**src/rtl/cache_tag_store.sv**
```systemverilog
// N-way set-associative tag store: per-way synchronous-read tag memories, valid bits,
// tree-PLRU replacement, fill port and whole-array invalidate. Lookups answer one cycle after acceptance.
module cache_tag_store #(
    parameter  int WAYS  = 2,
    parameter  int SETS  = 32,
    parameter  int TAG_W = 23,
    localparam int IDX_W = $clog2(SETS)
) (
    input  logic             CK,
    input  logic             RSTn,
    input  logic             req_valid,
    output logic             req_ready,
    input  logic [IDX_W-1:0] req_idx,
    input  logic [TAG_W-1:0] req_tag,
    output logic             rsp_valid,
    output logic             rsp_hit,
    output logic [WAYS-1:0]  rsp_way,
    output logic [WAYS-1:0]  rsp_victim,
    input  logic             fill_valid,
    input  logic [IDX_W-1:0] fill_idx,
    input  logic [WAYS-1:0]  fill_way,
    input  logic [TAG_W-1:0] fill_tag,
    input  logic             inv_all
);
    localparam int LG    = $clog2(WAYS);
    localparam int NODES = WAYS - 1;

    // Heap-ordered tree: node n has children 2n+1 (bit=0, lower half) and 2n+2.
    function automatic logic [NODES-1:0] plru_touch(input logic [NODES-1:0] bits,
                                                    input logic [LG-1:0] way);
        logic [NODES-1:0] r;
        int n;
        r = bits;
        n = 0;
        for (int l = 0; l < LG; l++) begin
            r[n] = ~way[LG-1-l];
            n    = 2 * n + 1 + int'(way[LG-1-l]);
        end
        return r;
    endfunction

    function automatic logic [LG-1:0] plru_pick(input logic [NODES-1:0] bits);
        int n;
        n = 0;
        for (int l = 0; l < LG; l++) n = 2 * n + 1 + int'(bits[n]);
        return LG'(n - NODES);
    endfunction

    logic [WAYS-1:0]  valid [SETS];
    logic [NODES-1:0] plru  [SETS];

    logic [TAG_W-1:0] tag_q;
    logic [IDX_W-1:0] idx_q;
    logic [WAYS-1:0]  valid_q;
    logic [NODES-1:0] plru_q;
    logic [WAYS-1:0]  hit_vec;
    logic [LG-1:0]    hit_sel;
    logic [LG-1:0]    vic_sel;
    logic [LG-1:0]    fill_sel;
    logic             acc;
    logic             hit_upd;

    assign req_ready = !fill_valid && !inv_all;
    assign acc       = req_valid && req_ready;

    for (genvar w = 0; w < WAYS; w++) begin : g_way
        logic [TAG_W-1:0] mem [SETS];
        logic [TAG_W-1:0] q;

        always_ff @(posedge CK) begin
            if (fill_valid && fill_way[w]) mem[fill_idx] <= fill_tag;
            if (acc) q <= mem[req_idx];
        end

        assign hit_vec[w] = valid_q[w] && (q == tag_q);
    end

    // Response state is captured at acceptance so later fills/invalidates leave it intact.
    always_ff @(posedge CK or negedge RSTn) begin
        if (!RSTn) begin
            rsp_valid <= 1'b0;
            tag_q     <= '0;
            idx_q     <= '0;
            valid_q   <= '0;
            plru_q    <= '0;
        end else begin
            rsp_valid <= acc;
            if (acc) begin
                tag_q   <= req_tag;
                idx_q   <= req_idx;
                valid_q <= valid[req_idx];
                plru_q  <= plru[req_idx];
            end
        end
    end

    always_comb begin
        fill_sel = '0;
        for (int w = 0; w < WAYS; w++) if (fill_way[w]) fill_sel = LG'(w);
    end

    always_comb begin
        hit_sel = '0;
        for (int w = WAYS - 1; w >= 0; w--) if (hit_vec[w]) hit_sel = LG'(w);
        vic_sel = plru_pick(plru_q);
        for (int w = WAYS - 1; w >= 0; w--) if (!valid_q[w]) vic_sel = LG'(w);
        rsp_hit = |hit_vec;
        rsp_way = '0;
        if (rsp_hit) rsp_way[hit_sel] = 1'b1;
        rsp_victim = '0;
        rsp_victim[vic_sel] = 1'b1;
    end

    // A fill to the responding set overrides the hit's PLRU touch.
    assign hit_upd = rsp_valid && rsp_hit && !(fill_valid && fill_idx == idx_q);

    always_ff @(posedge CK or negedge RSTn) begin
        if (!RSTn) begin
            for (int s = 0; s < SETS; s++) begin
                valid[s] <= '0;
                plru[s]  <= '0;
            end
        end else if (inv_all) begin
            for (int s = 0; s < SETS; s++) begin
                valid[s] <= '0;
                plru[s]  <= '0;
            end
        end else begin
            if (hit_upd) plru[idx_q] <= plru_touch(plru[idx_q], hit_sel);
            if (fill_valid) begin
                valid[fill_idx] <= valid[fill_idx] | fill_way;
                plru[fill_idx]  <= plru_touch(plru[fill_idx], fill_sel);
            end
        end
    end

    a_single_hit: assert property (@(posedge CK) disable iff (!RSTn)
        rsp_valid |-> $onehot0(hit_vec));
    a_fill_onehot: assert property (@(posedge CK) disable iff (!RSTn)
        fill_valid |-> $onehot(fill_way));

endmodule
```
**config.mk**
```make
export PLATFORM = sky130hd
export DESIGN_NAME = cache_tag_store
export DESIGN_NICKNAME = d
export VERILOG_FILES = /design/src/rtl/cache_tag_store.sv
export SDC_FILE = /design/constraint.sdc
export NUM_CORES = 2
export LEC_CHECK = 0
export BUFFER_PORTS_ARGS = -buffer_cell sky130_fd_sc_hd__buf_2
export CORE_ASPECT_RATIO = 1.5
export CORE_MARGIN = 5
export CORE_UTILIZATION = 49
export DETAILED_ROUTE_END_ITERATION = 10
export PLACE_DENSITY = 0.74
export RECOVER_POWER = 25
export SETUP_SLACK_MARGIN = 0.5
export SLEW_MARGIN = 40
export SYNTH_ARGS = -nofsm -noshare
export SYNTH_HDL_FRONTEND = slang
export SYNTH_SLANG_ARGS = --single-unit
export TNS_END_PERCENT = 20
```
**constraint.sdc**
```tcl
create_clock -name CK -period 2.8 [get_ports CK]
set_clock_uncertainty 0.2 [all_clocks]
set_input_delay 0.28 -clock CK [delete_from_list [all_inputs] [get_ports CK]]
set_output_delay 0.28 -clock CK [all_outputs]
set_load 0.01 [all_outputs]
```
# After elaboration in Yosys (flattened, before gate mapping)
# Memories as Yosys holds them, arrays and structs flattened. A register that Yosys moved wholly into a read port is not among the register bits.
# Cells that the tools add are included.
[totals]
regBits = 128
mem_bits_rw = 1472
in_bits = 63
output_inout_bits = 7
word_cells = 147
mem_count = 2
[memory_table]
columns = ["name", "words", "word_bits", "rd", "rd_clocked_by_memory_dff", "write_ports", "line_no", "source"]
rows = [
  ["g_way[0].mem", 32, 23, 1, 1, 1, "67", "logic [TAG_W-1:0] mem [SETS];"],
  ["g_way[1].mem", 32, 23, 1, 1, 1, "67", ""],
]
[op_classes]
add_sub_neg = 2
n_lt_le_gt_ge = 9
eq_ne = 3
mux = 38
bitwise_logic = 6
n_reduce_logical = 18
[ops]
columns = ["cell", "count"]
rows = [
  ["2-to-1 mux 32 bit", 4],
  ["2-to-1 mux 64 bit", 2],
  ["bitwise mux 32 bit", 2],
  ["bitwise mux 64 bit", 1],
  ["equality test 23 bit", 2],
  ["binary-select mux 2 bit (select 5 bit)", 2],
  [">= comparator 6 bit, second input constant", 3],
  ["NOT 5 -> 6 bit", 3],
  ["2-to-1 mux 1 bit", 15],
  ["logical AND 1 bit", 13],
  ["< comparator 6 x 1 -> 1 bit, second input constant", 2],
  ["2-to-1 mux 2 bit", 6],
  ["demux 1 bit (select 5 bit)", 2],
  ["demux 2 bit (select 5 bit)", 1],
  ["binary-select mux 1 bit (select 5 bit)", 1],
  ["equality test 5 bit", 1],
  ["< comparator 1 x 2 -> 1 bit, second input constant", 2],
  ["logical NOT 1 bit", 3],
  ["demux 1 bit (select 1 bit)", 2],
  [">= comparator 1 bit, second input constant", 2],
  ["NOT 1 bit", 2],
  ["OR 2 bit", 1],
  ["nonzero test 2 bit", 1],
  ["OR reduction 2 bit", 1],
  ["2 further kinds", 2],
]

# Logic depth before layout (Yosys ltp)
[logic_depth]
ltp_word = 11
depth_mapped = 9
depth_no_buf = 6

# Worst setup path before layout
# Ideal clock, no wire load.
[synth_timing]
path_kind = "input to register"
startpoint = "in inv_all"
endpoint = "reg g_way[0].q[0] (read register of g_way[0].mem) (enable)"
setup_time_ps = 429
arrival_time_ps = 2592
required_time_ps = 2171
setup_slack_ps = -421
cell_stages = 5
path_buffers = 3
path_cell_list = "clkbuf_1 > nor2_1 > and2_1 > clkbuf_1 > clkbuf_1"
[synth_between]
elab_chain_cells = 3
[synth_lines]
columns = ["item", "line_no", "source"]
rows = [
  ["start, declared", "23", "input logic inv_all"],
  ["logical NOT 1 bit", "63", "assign req_ready = !fill_valid && !inv_all;"],
  ["logical AND 1 bit", "63", ""],
  ["net req_ready", "12", "output logic req_ready,"],
  ["logical AND 1 bit", "64", "assign acc = req_valid && req_ready;"],
  ["net acc", "60", "logic acc;"],
  ["end, declared", "68", "logic [TAG_W-1:0] q;"],
]
# The timed path passes the listed nets, and every way through them passes these cells.
# A chain may end at the register's enable or synchronous reset.

# Worst setup path in the final report
[layout_timing]
startpoint = "reg tag_q[13]"
endpoint = "out rsp_way[1]"
[layout_between]
elab_chain_cells = 9
elab_cells_between_ends = 13
classes_between = "order compare (2); eq/ne (2); mux (5); reduce/logical (4)"
[layout_lines]
columns = ["item", "line_no", "source"]
rows = [
  ["start, declared", "52", "logic [TAG_W-1:0] tag_q;"],
  ["start signal, assigned", "89", "tag_q <= req_tag;"],
  ["equality test 23 bit", "75", "assign hit_vec[w] = valid_q[w] && (q == tag_q);"],
  ["logical AND 1 bit", "75", ""],
  ["2-to-1 mux 1 bit (2 in series)", "104", "for (int w = WAYS - 1; w >= 0; w--) if (hit_vec[w]) hit_sel = LG'(w);"],
  ["< comparator 1 x 2 -> 1 bit (implied by the code) or >= comparator 1 bit (tied branches)", "109", "if (rsp_hit) rsp_way[hit_sel] = 1'b1;"],
  ["logical AND 1 bit (implied by the code)", "109", ""],
  ["2-to-1 mux 1 bit (implied by the code)", "109", ""],
  ["demux 1 bit (select 1 bit)", "109", ""],
  ["2-to-1 mux 2 bit (*)", "109", ""],
  ["end, declared", "17", "output logic [WAYS-1:0] rsp_way,"],
]
# Every way passes the cells marked *; elsewhere a longest branch is shown, timed or not.

==> results.ini <==
[setup_path]
required_ns=2.32
worst-path-max-fanout=3
r2r_cells=11
worstSetupPathType=reg -> out
setup.worst_path.start_class=register
endpoint_kind=output port
arrival_ns=2.66

[logic_synthesis]
ys_warn_count=0
synthAdderAreaFrac_pct=0
synthFlopType=edfxtp_1
syn-cell-area_sq_um=64900
synth_top_family_by_area=multiplexers
synth_edf_count=1518
synthMuxAreaShare_pct=18.9
yosysSeqAreaShare_pct=75.2
syn-instance-count=2936
ys_seq_elements=1646
synth_nets=2999
synth_cell_types=45
async_flop_share_pct=7.78
synth-simple-area-share_pct=2.62
synth_compound_area_share_pct=1.52
synthXorXnorAreaFrac_pct=0.621
syn_avg_cell_area_sq_um=22.1

[timing]
hold_ws_ns=0.00902
fmax_ghz=0.319
slew_violations=259
slew_headroom_pct=-34.2
hold_viol=0
rsz0062_at_grt=true
fin_crit_ns=3.14
worst_slack_ns=-0.338
fin_crit_sh_pct=112
setup_violations=34
worst_pin_slew_ns=2.01
finalSetupTns_ns=-3.18

[routing]
wl_per_cell_um=33.5
via_count=33113
viasPerCell=6.41
drc=0
ant_nets=0
drtPass1Iterations=5
routed_wirelength_um=173000
drt_iter0_drc=4690

[cells_and_area]
fill_cells=9133
multi_input_area_sq_um=15700
mostFrequentLayoutCells=edfxtp_1 (1518), mux4_2 (506), clkbuf_16 (147)
regArea_sq_um=48800
area_delta_synth_final_pct=17.0
nets=3371
layout_commonest_cell=edfxtp_1
final_util_pct=57.7
drive_above_1_share_pct=35.9

[status]
outcome=finished with violations
failed_checks=capacitance limit, slew limit, setup timing

[clocking]
cts_made_buffers=144
clock_latency_ns=0.80
cts_root_buf=clkbuf_16
clk_path_buf_depth=3
cts_tree=built
htree_num_levels=4
numClockSinks=1646
clkTransAtPathRegs_ns=0.07

[placed_design]
dpl.hpwl_um=103000
port_buffers=69
gp_congestion=0.926

[floorplan]
die_w_um=307
ios=70
die_area_sq_um=140000
coreArea_sq_um=132000
fp.dieH_um=456
start_util_pct=49.3
rows=163

[job]
cap_violations=8

[grt]
grt_pass1_vias=34170
antenna_found_initial=7
track_usage_pct=24.8
grt_max_degree=97
grt_pass1_wl_um=247000
overflow=0

[power]
p_leak_nw=24.4
vdd_ir_drop_max_v=0.000611
power_density_nw_per_um2=665
power.total_mw=50.5

[hold_path]
hold_class=in -> reg
holdPathStages=3

## layout make-up
| type | count | share of cell area (%) |
|---|---|---|
| flip-flops and latches | 1646 | 64.3 |
| clock buffers | 177 | 5.03 |
| well taps | 1732 | 2.85 |
| diodes | 8 | 0.0264 |
| inverters | 7 | 0.0379 |
| multi-input cells | 1109 | 20.7 |
| clock inverters | 87 | 1.19 |
| repair buffers | 400 | 5.84 |
## cell families after synthesis
logic type | after synthesis
flip-flops | 1646
buffers and inverters | 181
XOR/XNOR | 46
AND/OR/NAND/NOR | 332
AO/OA/AOI/OAI | 150
multiplexers | 581
## cell usage after synthesis, types with 37 or more instances
library cell | count | area [sq um]
edfxtp_1 | 1518 | 45600
mux4_2 | 504 | 11400
dfrtp_1 | 128 | 3200
nor2_1 | 112 | 420
clkbuf_1 | 108 | 405
mux2_2 | 72 | 811
and2_1 | 67 | 419
a211oi_1 | 64 | 480
nor3_1 | 58 | 290
buf_2 | 48 | 240
nand2_1 | 40 | 150
o21ai_0 | 37 | 185
## layer usage
layer  GRT usage [%]  part of all wire [%]  vias to the layer above
met5               0                 0.016                        -
met4            14.1                   6.8                        4
met3            4.35                   8.8                      458
met2            41.4                    51                     2007
met1            30.7                    33                    17545
li1                -                     -                    13099
## power breakdown
part	total (mW)	internal [mW]	switching, mW
Combinational	3.21	1.41	1.81
Clock	19.9	10.9	8.99
Sequential	27.4	27.1	0.230
## worst max-delay path, stage by stage, from the launching register on
cell,delay [ns]
dfrtp_2,0.47
xnor2_2,0.18
buf_4,0.13
nand4_1,0.13
or4_4,0.52
buf_6,0.16
nor2_4,0.09
nor2_2,0.05
buf_2,0.14
## state kept, by name (all words and copies together), names as in the netlist
name / cells
valid_q: 2
g_way.q: 46
g_way.mem: 1472
valid: 64
rsp_valid: 1
idx_q: 5
tag_q: 23
plru_q: 1
plru: 32
## final timing paths
kind	to	slack, ns	start
setup / recovery	rsp_way[1]	-0.34	tag_q[13]
hold / removal	valid[29]	0.009	inv_all
setup reg to reg	plru[28]	-0.16	tag_q[13]
hold reg to reg	plru[3]	0.37	plru[3]
max in group asynchronous	tag_q[10]	1.23	RSTn
min in group asynchronous	valid[2]	0.46	RSTn
## metrics by stage
step | setup WS (ns) | cell area (sq um) | cells
5_1_grt | -0.409 | 75900 | 5160
4_1_cts | -0.351 | 75800 | 5156
2_1_floorplan | 0.288 | 65400 | 2936
6_report | -0.338 | 75900 | 5166
3_3_place_gp | -0.0923 | 70200 | 4833
3_5_place_dp | -0.124 | 70200 | 4833
## timing repair
| action | in CTS | in global routing |
|---|---|---|
| gates resized for setup | 47 | 34 |
| setup endpoints to repair | 69 | 71 |
| hold buffers | 53 | 0 |
| pin swaps | 76 | 40 |
| buffers inserted | 4 | 1 |
| hold endpoints to repair | 1147 | 0 |
| gates cloned | 2 | 1 |
No activity file was read; power rests on OpenSTA's default activity.
